<file path="src/rtl/multicycle_ctrl_pkg.sv">
// riscv_ctrl_pkg: opcodes, ALUCtrl encodings and FSM states shared by multicycle_ctrl (optional ILLEGAL_TRAP_EN).
package riscv_ctrl_pkg;
  localparam int OPCODE_W = 7;
  localparam int ALUCTRL_W = 4;
  localparam logic [OPCODE_W-1:0] OP_R   = 7'b0110011;
  localparam logic [OPCODE_W-1:0] OP_I   = 7'b0010011;
  localparam logic [OPCODE_W-1:0] OP_LW  = 7'b0000011;
  localparam logic [OPCODE_W-1:0] OP_SW  = 7'b0100011;
  localparam logic [OPCODE_W-1:0] OP_BEQ = 7'b1100011;
  localparam logic [ALUCTRL_W-1:0] ALU_AND = 4'b0000;
  localparam logic [ALUCTRL_W-1:0] ALU_OR  = 4'b0001;
  localparam logic [ALUCTRL_W-1:0] ALU_ADD = 4'b0010;
  localparam logic [ALUCTRL_W-1:0] ALU_SUB = 4'b0110;
  localparam logic [ALUCTRL_W-1:0] ALU_SLT = 4'b0111;
  localparam logic [ALUCTRL_W-1:0] ALU_SRL = 4'b1000;
  localparam logic [ALUCTRL_W-1:0] ALU_SLL = 4'b1001;
  localparam logic [ALUCTRL_W-1:0] ALU_SRA = 4'b1010;
  localparam logic [ALUCTRL_W-1:0] ALU_XOR = 4'b1101;
  typedef enum logic [2:0] {
    S_IF   = 3'd0,
    S_ID   = 3'd1,
    S_EX   = 3'd2,
    S_MEM  = 3'd3,
    S_WB   = 3'd4,
    S_HALT = 3'd5
  } state_t;
  function automatic logic is_legal(input logic [OPCODE_W-1:0] op);
    return op inside {OP_R, OP_I, OP_LW, OP_SW, OP_BEQ};
  endfunction
endpackage

</file>
<file path="src/rtl/multicycle_ctrl_if.sv">
// multicycle_ctrl_if: memory handshake and datapath control bundle; illegal_instr exists only with ILLEGAL_TRAP_EN.
interface multicycle_ctrl_if;
  import riscv_ctrl_pkg::*;
  logic [31:0] instr;
  logic zero;
  logic imem_ready;
  logic dmem_ready;
  logic imem_req;
  logic dmem_req;
  logic MemRead;
  logic MemWrite;
  logic ALUSrc;
  logic [ALUCTRL_W-1:0] ALUCtrl;
  logic MemtoReg;
  logic RegWrite;
  logic loadPC;
  logic PCSrc;
  logic [2:0] state;
  logic retire;
`ifdef ILLEGAL_TRAP_EN
  logic illegal_instr;
`endif
  modport master (
    input  instr, zero, imem_ready, dmem_ready,
    output imem_req, dmem_req, MemRead, MemWrite, ALUSrc, ALUCtrl, MemtoReg,
           RegWrite, loadPC, PCSrc, state, retire
`ifdef ILLEGAL_TRAP_EN
    , output illegal_instr
`endif
  );
  modport slave (
    output instr, zero, imem_ready, dmem_ready,
    input  imem_req, dmem_req, MemRead, MemWrite, ALUSrc, ALUCtrl, MemtoReg,
           RegWrite, loadPC, PCSrc, state, retire
`ifdef ILLEGAL_TRAP_EN
    , input illegal_instr
`endif
  );
endinterface

</file>
<file path="src/rtl/multicycle_ctrl_alu_decoder.sv">
// alu_decoder: maps opcode, funct3 and funct7[5] to the ALUCtrl encoding.
module alu_decoder
  import riscv_ctrl_pkg::*;
(
  input  logic [OPCODE_W-1:0]  opcode,
  input  logic [2:0]           funct3,
  input  logic                 funct7_5,
  output logic [ALUCTRL_W-1:0] alu_ctrl
);
  logic [ALUCTRL_W-1:0] arith;
  always_comb begin
    case (funct3)
      3'b001:  arith = ALU_SLL;
      3'b010:  arith = ALU_SLT;
      3'b100:  arith = ALU_XOR;
      3'b101:  arith = funct7_5 ? ALU_SRA : ALU_SRL;
      3'b110:  arith = ALU_OR;
      3'b111:  arith = ALU_AND;
      default: arith = ALU_ADD;
    endcase
    // with funct7[5] set, R-type only defines SUB and SRA; everything else falls back to ADD
    alu_ctrl = opcode == OP_BEQ ? ALU_SUB :
               (opcode == OP_I || (opcode == OP_R && !funct7_5)) ? arith :
               (opcode == OP_R && funct3 == 3'b000) ? ALU_SUB :
               (opcode == OP_R && funct3 == 3'b101) ? ALU_SRA : ALU_ADD;
  end
endmodule

</file>
<file path="src/rtl/multicycle_ctrl.sv">
// multicycle_ctrl: IF/ID/EX/MEM/WB control FSM with imem/dmem wait states.
// Define ILLEGAL_TRAP_EN to trap unknown opcodes into HALT; otherwise they run as NOPs.
module multicycle_ctrl
  import riscv_ctrl_pkg::*;
(
  input logic clk,
  input logic rst,
  multicycle_ctrl_if.master bus
);
  state_t st;
  logic [31:0] ir;
  logic zero_q;
  logic [OPCODE_W-1:0] opc;
  logic [ALUCTRL_W-1:0] alu_ctrl_d;
  logic is_r, is_i, is_lw, is_sw, is_beq;
  logic ir_unused;
  assign opc = ir[OPCODE_W-1:0];
  assign is_r = opc == OP_R;
  assign is_i = opc == OP_I;
  assign is_lw = opc == OP_LW;
  assign is_sw = opc == OP_SW;
  assign is_beq = opc == OP_BEQ;
  assign ir_unused = ^{ir[31], ir[29:15], ir[11:7]};
  assign bus.state = st;
  alu_decoder u_dec (
    .opcode  (opc),
    .funct3  (ir[14:12]),
    .funct7_5(ir[30]),
    .alu_ctrl(alu_ctrl_d)
  );
  // strobes default low every cycle; each state re-asserts only what it owns
  always_ff @(posedge clk) begin
    bus.imem_req <= 1'b0;
    bus.dmem_req <= 1'b0;
    bus.MemRead <= 1'b0;
    bus.MemWrite <= 1'b0;
    bus.RegWrite <= 1'b0;
    bus.loadPC <= 1'b0;
    bus.PCSrc <= 1'b0;
    bus.retire <= 1'b0;
    if (!rst) begin
      st <= S_IF;
      ir <= '0;
      zero_q <= 1'b0;
      bus.ALUSrc <= 1'b0;
      bus.ALUCtrl <= '0;
      bus.MemtoReg <= 1'b0;
`ifdef ILLEGAL_TRAP_EN
      bus.illegal_instr <= 1'b0;
`endif
    end else begin
      case (st)
        S_IF:
          if (bus.imem_req && bus.imem_ready) begin
            ir <= bus.instr;
            st <= S_ID;
          end else bus.imem_req <= 1'b1;
        S_ID:
`ifdef ILLEGAL_TRAP_EN
          if (!is_legal(opc)) begin
            st <= S_HALT;
            bus.illegal_instr <= 1'b1;
          end else
`endif
          begin
            st <= S_EX;
            bus.ALUSrc <= is_i | is_lw | is_sw;
            bus.ALUCtrl <= alu_ctrl_d;
            bus.MemtoReg <= is_lw;
          end
        S_EX: begin
          zero_q <= bus.zero;
          st <= S_MEM;
          bus.dmem_req <= is_lw | is_sw;
          bus.MemRead <= is_lw;
          bus.MemWrite <= is_sw;
        end
        S_MEM:
          if (bus.dmem_req && !bus.dmem_ready) begin
            bus.dmem_req <= 1'b1;
            bus.MemRead <= bus.MemRead;
            bus.MemWrite <= bus.MemWrite;
          end else begin
            st <= S_WB;
            bus.loadPC <= 1'b1;
            bus.retire <= 1'b1;
            bus.RegWrite <= is_r | is_i | is_lw;
            bus.PCSrc <= is_beq & zero_q;
          end
        S_WB: begin
          st <= S_IF;
          bus.imem_req <= 1'b1;
          bus.ALUSrc <= 1'b0;
          bus.ALUCtrl <= '0;
          bus.MemtoReg <= 1'b0;
        end
        S_HALT: st <= S_HALT;
        default: st <= S_IF;
      endcase
    end
  end
endmodule

</file>
<file path="src/flat_wrapper.sv">
// flat-port wrapper written by rule: the top's interface ports become plain ports
module multicycle_ctrl_flat import riscv_ctrl_pkg::*;
  (clk, rst, bus_instr, bus_zero, bus_imem_ready, bus_dmem_ready, bus_imem_req, bus_dmem_req, bus_MemRead, bus_MemWrite, bus_ALUSrc, bus_ALUCtrl, bus_MemtoReg, bus_RegWrite, bus_loadPC, bus_PCSrc, bus_state, bus_retire);
  multicycle_ctrl_if bus_i ();
  input logic clk;
  input logic rst;
  input wire logic [$bits(bus_i.instr)-1:0] bus_instr;
  input wire logic [$bits(bus_i.zero)-1:0] bus_zero;
  input wire logic [$bits(bus_i.imem_ready)-1:0] bus_imem_ready;
  input wire logic [$bits(bus_i.dmem_ready)-1:0] bus_dmem_ready;
  output wire logic [$bits(bus_i.imem_req)-1:0] bus_imem_req;
  output wire logic [$bits(bus_i.dmem_req)-1:0] bus_dmem_req;
  output wire logic [$bits(bus_i.MemRead)-1:0] bus_MemRead;
  output wire logic [$bits(bus_i.MemWrite)-1:0] bus_MemWrite;
  output wire logic [$bits(bus_i.ALUSrc)-1:0] bus_ALUSrc;
  output wire logic [$bits(bus_i.ALUCtrl)-1:0] bus_ALUCtrl;
  output wire logic [$bits(bus_i.MemtoReg)-1:0] bus_MemtoReg;
  output wire logic [$bits(bus_i.RegWrite)-1:0] bus_RegWrite;
  output wire logic [$bits(bus_i.loadPC)-1:0] bus_loadPC;
  output wire logic [$bits(bus_i.PCSrc)-1:0] bus_PCSrc;
  output wire logic [$bits(bus_i.state)-1:0] bus_state;
  output wire logic [$bits(bus_i.retire)-1:0] bus_retire;
  assign bus_i.instr = bus_instr;
  assign bus_i.zero = bus_zero;
  assign bus_i.imem_ready = bus_imem_ready;
  assign bus_i.dmem_ready = bus_dmem_ready;
  assign bus_imem_req = bus_i.imem_req;
  assign bus_dmem_req = bus_i.dmem_req;
  assign bus_MemRead = bus_i.MemRead;
  assign bus_MemWrite = bus_i.MemWrite;
  assign bus_ALUSrc = bus_i.ALUSrc;
  assign bus_ALUCtrl = bus_i.ALUCtrl;
  assign bus_MemtoReg = bus_i.MemtoReg;
  assign bus_RegWrite = bus_i.RegWrite;
  assign bus_loadPC = bus_i.loadPC;
  assign bus_PCSrc = bus_i.PCSrc;
  assign bus_state = bus_i.state;
  assign bus_retire = bus_i.retire;
  multicycle_ctrl u_core (.clk(clk), .rst(rst), .bus(bus_i));
endmodule
</file>
<file path="config.mk">
export PLATFORM = sky130hd
export DESIGN_NAME = multicycle_ctrl_flat
export DESIGN_NICKNAME = d
export VERILOG_FILES = /design/src/rtl/multicycle_ctrl_pkg.sv /design/src/rtl/multicycle_ctrl_if.sv /design/src/rtl/multicycle_ctrl_alu_decoder.sv /design/src/rtl/multicycle_ctrl.sv /design/src/flat_wrapper.sv
export SDC_FILE = /design/constraint.sdc
export NUM_CORES = 1
export LEC_CHECK = 0
export BUFFER_PORTS_ARGS = -buffer_cell sky130_fd_sc_hd__buf_4
export CORE_MARGIN = 2
export CORE_UTILIZATION = 41
export CTS_CLUSTER_DIAMETER = 100
export DETAILED_ROUTE_END_ITERATION = 10
export PLACE_DENSITY = 0.73
export SYNTH_ARGS = -nofsm -noshare
export SYNTH_HDL_FRONTEND = slang
export SYNTH_SLANG_ARGS = --single-unit
</file>
<file path="constraint.sdc">
create_clock -name clk -period 1.5 [get_ports clk]
set_input_delay 0.15 -clock clk [delete_from_list [all_inputs] [get_ports clk]]
set_output_delay 0.15 -clock clk [all_outputs]
set_load 0.03 [all_outputs]
</file>
==> results.md, run 1 <==
* Status: finished with violations
* Failing checks: DRC
* Initial Utilization at 44.0%
* Seq/Total Area, Yosys at 45.4%
* Post-CTS Resized at 0
* Fin. Hold Viols at 0
* Top cell type's share of synthesized area at 45.4%
* Peak supply drop at 480 uV
* Cell count along the critical path at 5
* GP Congestion at 0.832
* Grt ovf at 0
* Area contributors post-synth: dfxtp_1, mux2i_1, nor2_1, a21oi_1, a22oi_1
* Pin count of the biggest net entering global routing at 16
* Placed cells at 201
* Overall Power at 1400 uW
* # rows at 19
* Clk_lat worst skew at 0.32 ns
* Worst-Margin Slew at 0.479 ns
* Final WL at 2680 um
* Startpoint Class: register
* Distinct cells, synth at 39
* Hold WS at 0.0547 ns
* Drt drc at 3
* Die Wd at 58.9 um
* Count of pins over their slew limit at 0
* Static Leakage at 0.000671 uW
* Root buf cell: clkbuf_4
* Ys flop type: dfxtp_1
* Via count at 1088
* Mapped Cells at 135
* Vias in the first global route at 1009
* Pwr per Cell Area at 872 nW/um2
* Number of fillers in the final layout at 262
* Kind of critical path: register to register
* Dpl hpwl at 2090 um
* Final Instance Count excl. Fillers at 204
* Mapped cell area at 1230 um2
* Worst setup EP type: register
* Synth-to-Final Area Change at 30.1%
* Worst hold path depth at 3
* Post-route setup TNS at 0 ns
* CTS buffer count at 3
* Avg Synthesized Cell Area at 9.15 um2
* Hold crit path type: input pin to register
* CP top delay family: flip-flops
* Total global-route track usage at 16.9%
* Layout cell share with drive strength beyond 1 at 32.4%
* Min cycle time layout at 1.43 ns
* Setup Skew at 0.00303 ns
* WP buf/inv at 1
* Post-synth EDFFs at 0
* Synth cell count leaders: dfxtp_1, nor2_1, mux2i_1
* Register area at 567 um2
* RSZ-0062 raised after global routing: no
* Critical path required time at 1.72 ns
* IO Port Bufs at 32
* Worst slew margin at 68.1%
* Antenna viol nets, final at 0
* Crit path largest cell delay at 0.45 ns
* Initial antenna violation count at 0
* # setup viols final at 0
* Crit-path max FO at 7
* Cts hold-fix bufs at 0
* Yosys reg bits at 28
* Die H at 58.9 um
* Number of max-cap violations at 0
* Max Freq at 0.701 GHz
* Post-Syn Nets at 172
* Reg2Reg Depth at 5
* Max clock buf depth at 2
* CTS Sinks at 28
* Via density at 5.33
* First-pass GRT wire length at 4570 um
* DRT iter0 DRCs at 30
* CORE AREA at 2810 um2
* Top-count cell post-synth: dfxtp_1
* CP max stage cell: dfxtp_2
* # IOs at 54
* Ys Warns at 0
* Final period utilization at 95.1%
* Async set or reset register ratio after synthesis at 0%
* Area leader, netlist: dfxtp_1
* H-tree depth at 1
* Worst path cell trace: buf_4 -> nand2b_1 -> a21o_1 -> and3_1 -> a41o_1
* Worst EP arrival at 1.65 ns
* Inserted Diodes at 0
* First-pass DRT Iterations at 7
* Die area at 3470 um2
* CTS tree: done
* Multi-input gate area at 613 um2
* Setup repair bufs after CTS at 0
* Drt wl/cell at 13.1 um
* Nets at 212
* CTS clk-pin slew, worst paths at 0.13 ns
-- through the flow --
step                setup slack, ns  utilization, %  cell area [um2]
finish                       0.0729            57.3             1610
global route                0.00457            57.3             1610
CTS                          0.0513            57.0             1600
detailed placement           0.0878            56.2             1580
global placement              0.101            56.2             1580
floorplan                    0.0359               -             1250
-- layout by cell type (no fill, tap or decap), drive strengths merged --
cell type  Yosys  final
a31oi          1      1
a2bb2oi        1      1
nand4bb        1      1
o21ai          4      4
nor2          22     22
or4            1      1
and3           2      2
xnor2          1      1
nand3          1      1
nor3           1      1
nand2b         4      4
a22oi          4      4
a2111oi        1      1
nor4           4      4
a211oi         1      1
o22ai          1      1
a21o           1      1
or3b           1      1
nand2          7      7
a41o           1      1
nor4b          1      1
dfxtp         28     28
a311oi         1      1
clkbuf         3      3
inv            8      8
a21oi          8      8
xor2           1      1
and2           1      1
o211a          1      1
nand3b         1      1
buf            5     43
mux2i         13     13
nand4          2      2
nor2b          1      1
o21bai         1      1
-- tightest hold or removal path: cells and delay by family --
kind,cells,cell delay [ns]
AND/OR/NAND/NOR,1,0.07
buffers and inverters,1,0.08
multiplexers,1,0.05
-- final cells by class --
cell class                 count  share of cell area (%)
clock buffer                   3                    1.40
tap                           31                    2.41
timing repair buffer          43                    20.9
inverter                       8                    1.87
multi-input combinational     91                    38.2
sequential                    28                    35.3
-- state kept, by name, indices dropped and copies added, names as in the netlist --
register	flops
u_core.ir	11
u_core.bus.imem_req	1
u_core.bus.RegWrite	1
u_core.bus.MemWrite	1
u_core.zero_q	1
u_core.bus.ALUSrc	1
u_core.bus.loadPC	1
u_core.bus.state	3
u_core.bus.dmem_req	1
u_core.bus.ALUCtrl	4
u_core.bus.PCSrc	1
u_core.bus.MemRead	1
u_core.bus.MemtoReg	1
-- where the power goes --
group / switching [uW] / internal (uW) / total [uW] / leakage, uW
combinational: 154 / 141 / 295 / 0.000428
sequential: 32.8 / 781 / 814 / 0.000229
clock: 198 / 94.1 / 292 / 0.0000138
total: 384 / 1020 / 1400 / 0.000671
-- worst paths after layout --
path | from | to | slack, ns
max | u_core.bus.state[2] | u_core.bus.ALUCtrl[3] | 0.07
min | bus_instr[5] | u_core.ir[5] | 0.05
max reg2reg | u_core.bus.state[2] | u_core.bus.ALUCtrl[3] | 0.07
min reg2reg | u_core.zero_q | u_core.bus.PCSrc | 0.45
-- metal layers --
layer / up-vias / GRT usage [%] / wire length (um)
li1: 551 / - / -
met1: 512 / 23.6 / 1190
met2: 21 / 27.1 / 1370
met3: 4 / 2.64 / 100
met4: 0 / 4.87 / 20
met5: - / 0 / 0
-- cell families (layout without fill, tap and decap cells) --
| family | after synthesis | count (layout) | share of synthesized area, % |
|---|---|---|---|
| AOI/OAI and AO/OA | 26 | 26 | 13.9 |
| xor gates and xnor gates | 2 | 2 | 1.42 |
| buffers and inverters | 16 | 54 | 5.88 |
| DFF | 28 | 28 | 45.4 |
| muxes | 13 | 13 | 10.5 |
| and+or+nand+nor | 50 | 50 | 22.9 |
Power figures use the tool's default switching activity.
==> inputs of run 2 (changes only) <==
CORE_UTILIZATION = 42   (was 41)
PLACE_DENSITY = 0.74   (was 0.73)
SETUP_SLACK_MARGIN = 0.5   (was not set)
SYNTH_HIERARCHICAL = 1   (was not set)
==> run 2 against run 1 <==
Critical path depth shrank 2. Clock power grew 49%. Global-route usage about the same. Highest routed layer unchanged. Clock-buffer cell count is 1 higher. Worst setup slack better by 0.16 ns. Largest cell class unchanged. The flow now finishes without violations. Synthesized area increased by 4.2%. Total power increased by 10%. Critical path type unchanged. Via count increased by 1.2%.
==> results.md, run 2 <==
* Status: finished, final reports clean
* CTS buffer count at 3
* Number of fillers in the final layout at 237
* Worst setup EP type: register
* Seq/Total Area, Yosys at 43.6%
* Distinct cells, synth at 41
* First-pass DRT Iterations at 4
* Initial Utilization at 43.2%
* Final period utilization at 84.5%
* Placed cells at 191
* Pwr per Cell Area at 831 nW/um2
* Inserted Diodes at 0
* Async set or reset register ratio after synthesis at 0%
* Switch share at 26.3%
* Nets at 214
* RSZ-0062 raised after global routing: yes
* Avg Synthesized Cell Area at 9.67 um2
* Crit-path max FO at 5
* Top cell type's share of synthesized area at 43.6%
* Peak supply drop at 409 uV
* GP Congestion at 0.712
* Synth-to-Final Area Change at 44.7%
* Max clock buf depth at 2
* CTS clk-pin slew, worst paths at 0.16 ns
* Worst EP arrival at 1.54 ns
* Die Wd at 59.3 um
* Die H at 59.3 um
* Post-Layout Inst Area at 1860 um2
* Clk pwr share at 28.1%
* Setup Skew at 0.00300 ns
* Worst slew margin at 80.9%
* Area contributors post-synth: dfxtp_1, mux2i_1, nand2_1, a22o_1, buf_4
* Synth cell count leaders: dfxtp_1, nand2_1, mux2i_1
* Hold crit path type: input pin to register
* Ys flop type: dfxtp_1
* Via count at 1101
* Post-synth EDFFs at 0
* Ys Warns at 6
* Dpl cell area at 1580 um2
* Hold WS at 0.0446 ns
* IO Port Bufs at 32
* Number of max-cap violations at 0
* Area leader, netlist: dfxtp_1
* Startpoint Class: register
* Total global-route track usage at 17.0%
* Logic pwr share at 18.7%
* Static Leakage at 0.000768 uW
* Critical path required time at 1.77 ns
* Drt drc at 0
* P_int at 1140 uW
* Sequential power share at 53.2%
* Vias in the first global route at 947
* CTS tree: done
* First-pass GRT wire length at 4480 um
* Worst-Margin Slew at 0.285 ns
* Final WL at 2790 um
* Min cycle time layout at 1.27 ns
* Register with the most flip-flops: u_core/ir
* H-tree depth at 1
* # rows at 20
* Initial antenna violation count at 0
* Top-count cell post-synth: dfxtp_1
* DRT iter0 DRCs at 26
* # setup viols final at 0
* Overall Power at 1550 uW
* Clk_lat worst skew at 0.33 ns
* CORE AREA at 2980 um2
* Die area at 3520 um2
* Max Freq at 0.789 GHz
* CTS Sinks at 28
* Via density at 5.27
* Mapped cell area at 1290 um2
* Fin. Hold Viols at 0
* Count of pins over their slew limit at 0
* Root buf cell: clkbuf_4
* Pin count of the biggest net entering global routing at 32
* Post-Syn Nets at 170
* Kind of critical path: register to register
* Dpl hpwl at 1880 um
* Drt wl/cell at 13.4 um
* Final Instance Count excl. Fillers at 209
* Antenna viol nets, final at 0
* Most frequent cells in the layout: buf_4, nand2_1, buf_6
* Yosys reg bits at 28
* NetSw at 407 uW
* Mapped Cells at 133
* Layout cell share with drive strength beyond 1 at 52.8%
* # IOs at 54
* Largest register FFs at 11
* Grt ovf at 0
* Post-route setup TNS at 0 ns
==> run 2: changes by cell type in the layout (fill, tap and decap cells not counted), sizes merged, moves of 3 or more <==
cell	previous run	this run
nand2	7	28
a21oi	8	3
and3b	0	4
buf	43	47
inv	8	1
nor4	4	1
nor2	22	4
a22oi	4	0
a22o	0	4
==> run 2: logic make-up (layout without fill, tap and decap cells) <==
family          after synthesis  in the layout  share of synthesized area [%]
compound gates               20             20                           11.6
xor+xnor                      3              3                           2.04
fa+ha+maj                     1              1                          0.875
buf+inv                       9             52                           3.99
flops                        28             28                           43.6
mux                          12             12                           9.34
simple gates                 60             60                           28.6
==> run 2: cell type report <==
class	instances	area [um2]	share of cell area, %
well taps	33	41.3	2.22
flip-flops and latches	28	606	32.5
repair buffers	47	432	23.2
clock buffers	4	47.5	2.55
multi-input cells	96	732	39.3
inverters	1	3.75	0.202
==> run 2: worst max-delay path: stages (launching register included) <==
cell and delay, ns:
dfxtp_4 0.40, nand4bb_1 0.17, or4_4 0.52, o2bb2ai_2 0.13
==> run 2: routing by layer <==
layer  global-route usage (%)  up-vias  share of wire (%)
li1                         -      556                  -
met5                        0        -                  0
met2                     26.7       16                 50
met3                     2.62        2                2.3
met4                     6.82        0               0.68
met1                     23.2      527                 47
==> run 2: worst paths after layout <==
path	start	end	slack, ns	depth (start not counted)
max reg2reg	u_core/bus.state[2]	u_core/bus.MemWrite	0.23	3
min	bus_instr[5]	u_core/ir[5]	0.04	3
max	u_core/bus.state[2]	u_core/bus.MemWrite	0.23	3
min reg2reg	u_core/ir[3]	u_core/ir[3]	0.50	2
==> run 2: metrics by stage <==
| stage | utilization, % | setup WS (ns) |
|---|---|---|
| CTS | 58.5 | 0.228 |
| detailed placement | 53.0 | 0.203 |
| floorplan | - | 0.302 |
| global placement | 53.0 | 0.247 |
| finish | 62.5 | 0.232 |
| global route | 62.5 | 0.185 |
==> run 2: power groups by stage <==
stage               clock, uW  combinational [uW]  sequential (uW)
global route              481                 310              830
finish                    435                 289              822
global placement            0                 211              846
CTS                       442                 252              823
floorplan                   0                 148              852
detailed placement          0                 216              849
==> run 2: timing repair <==
item | 4_1_cts | 5_1_grt
hold buffers | 0 | 0
endpoints found under the setup margin | 37 | 44
pin swaps | 8 | 5
endpoints found under the hold margin | 0 | 0
buffers inserted | 8 | 5
gates resized for setup | 20 | 27
gates cloned | 0 | 1
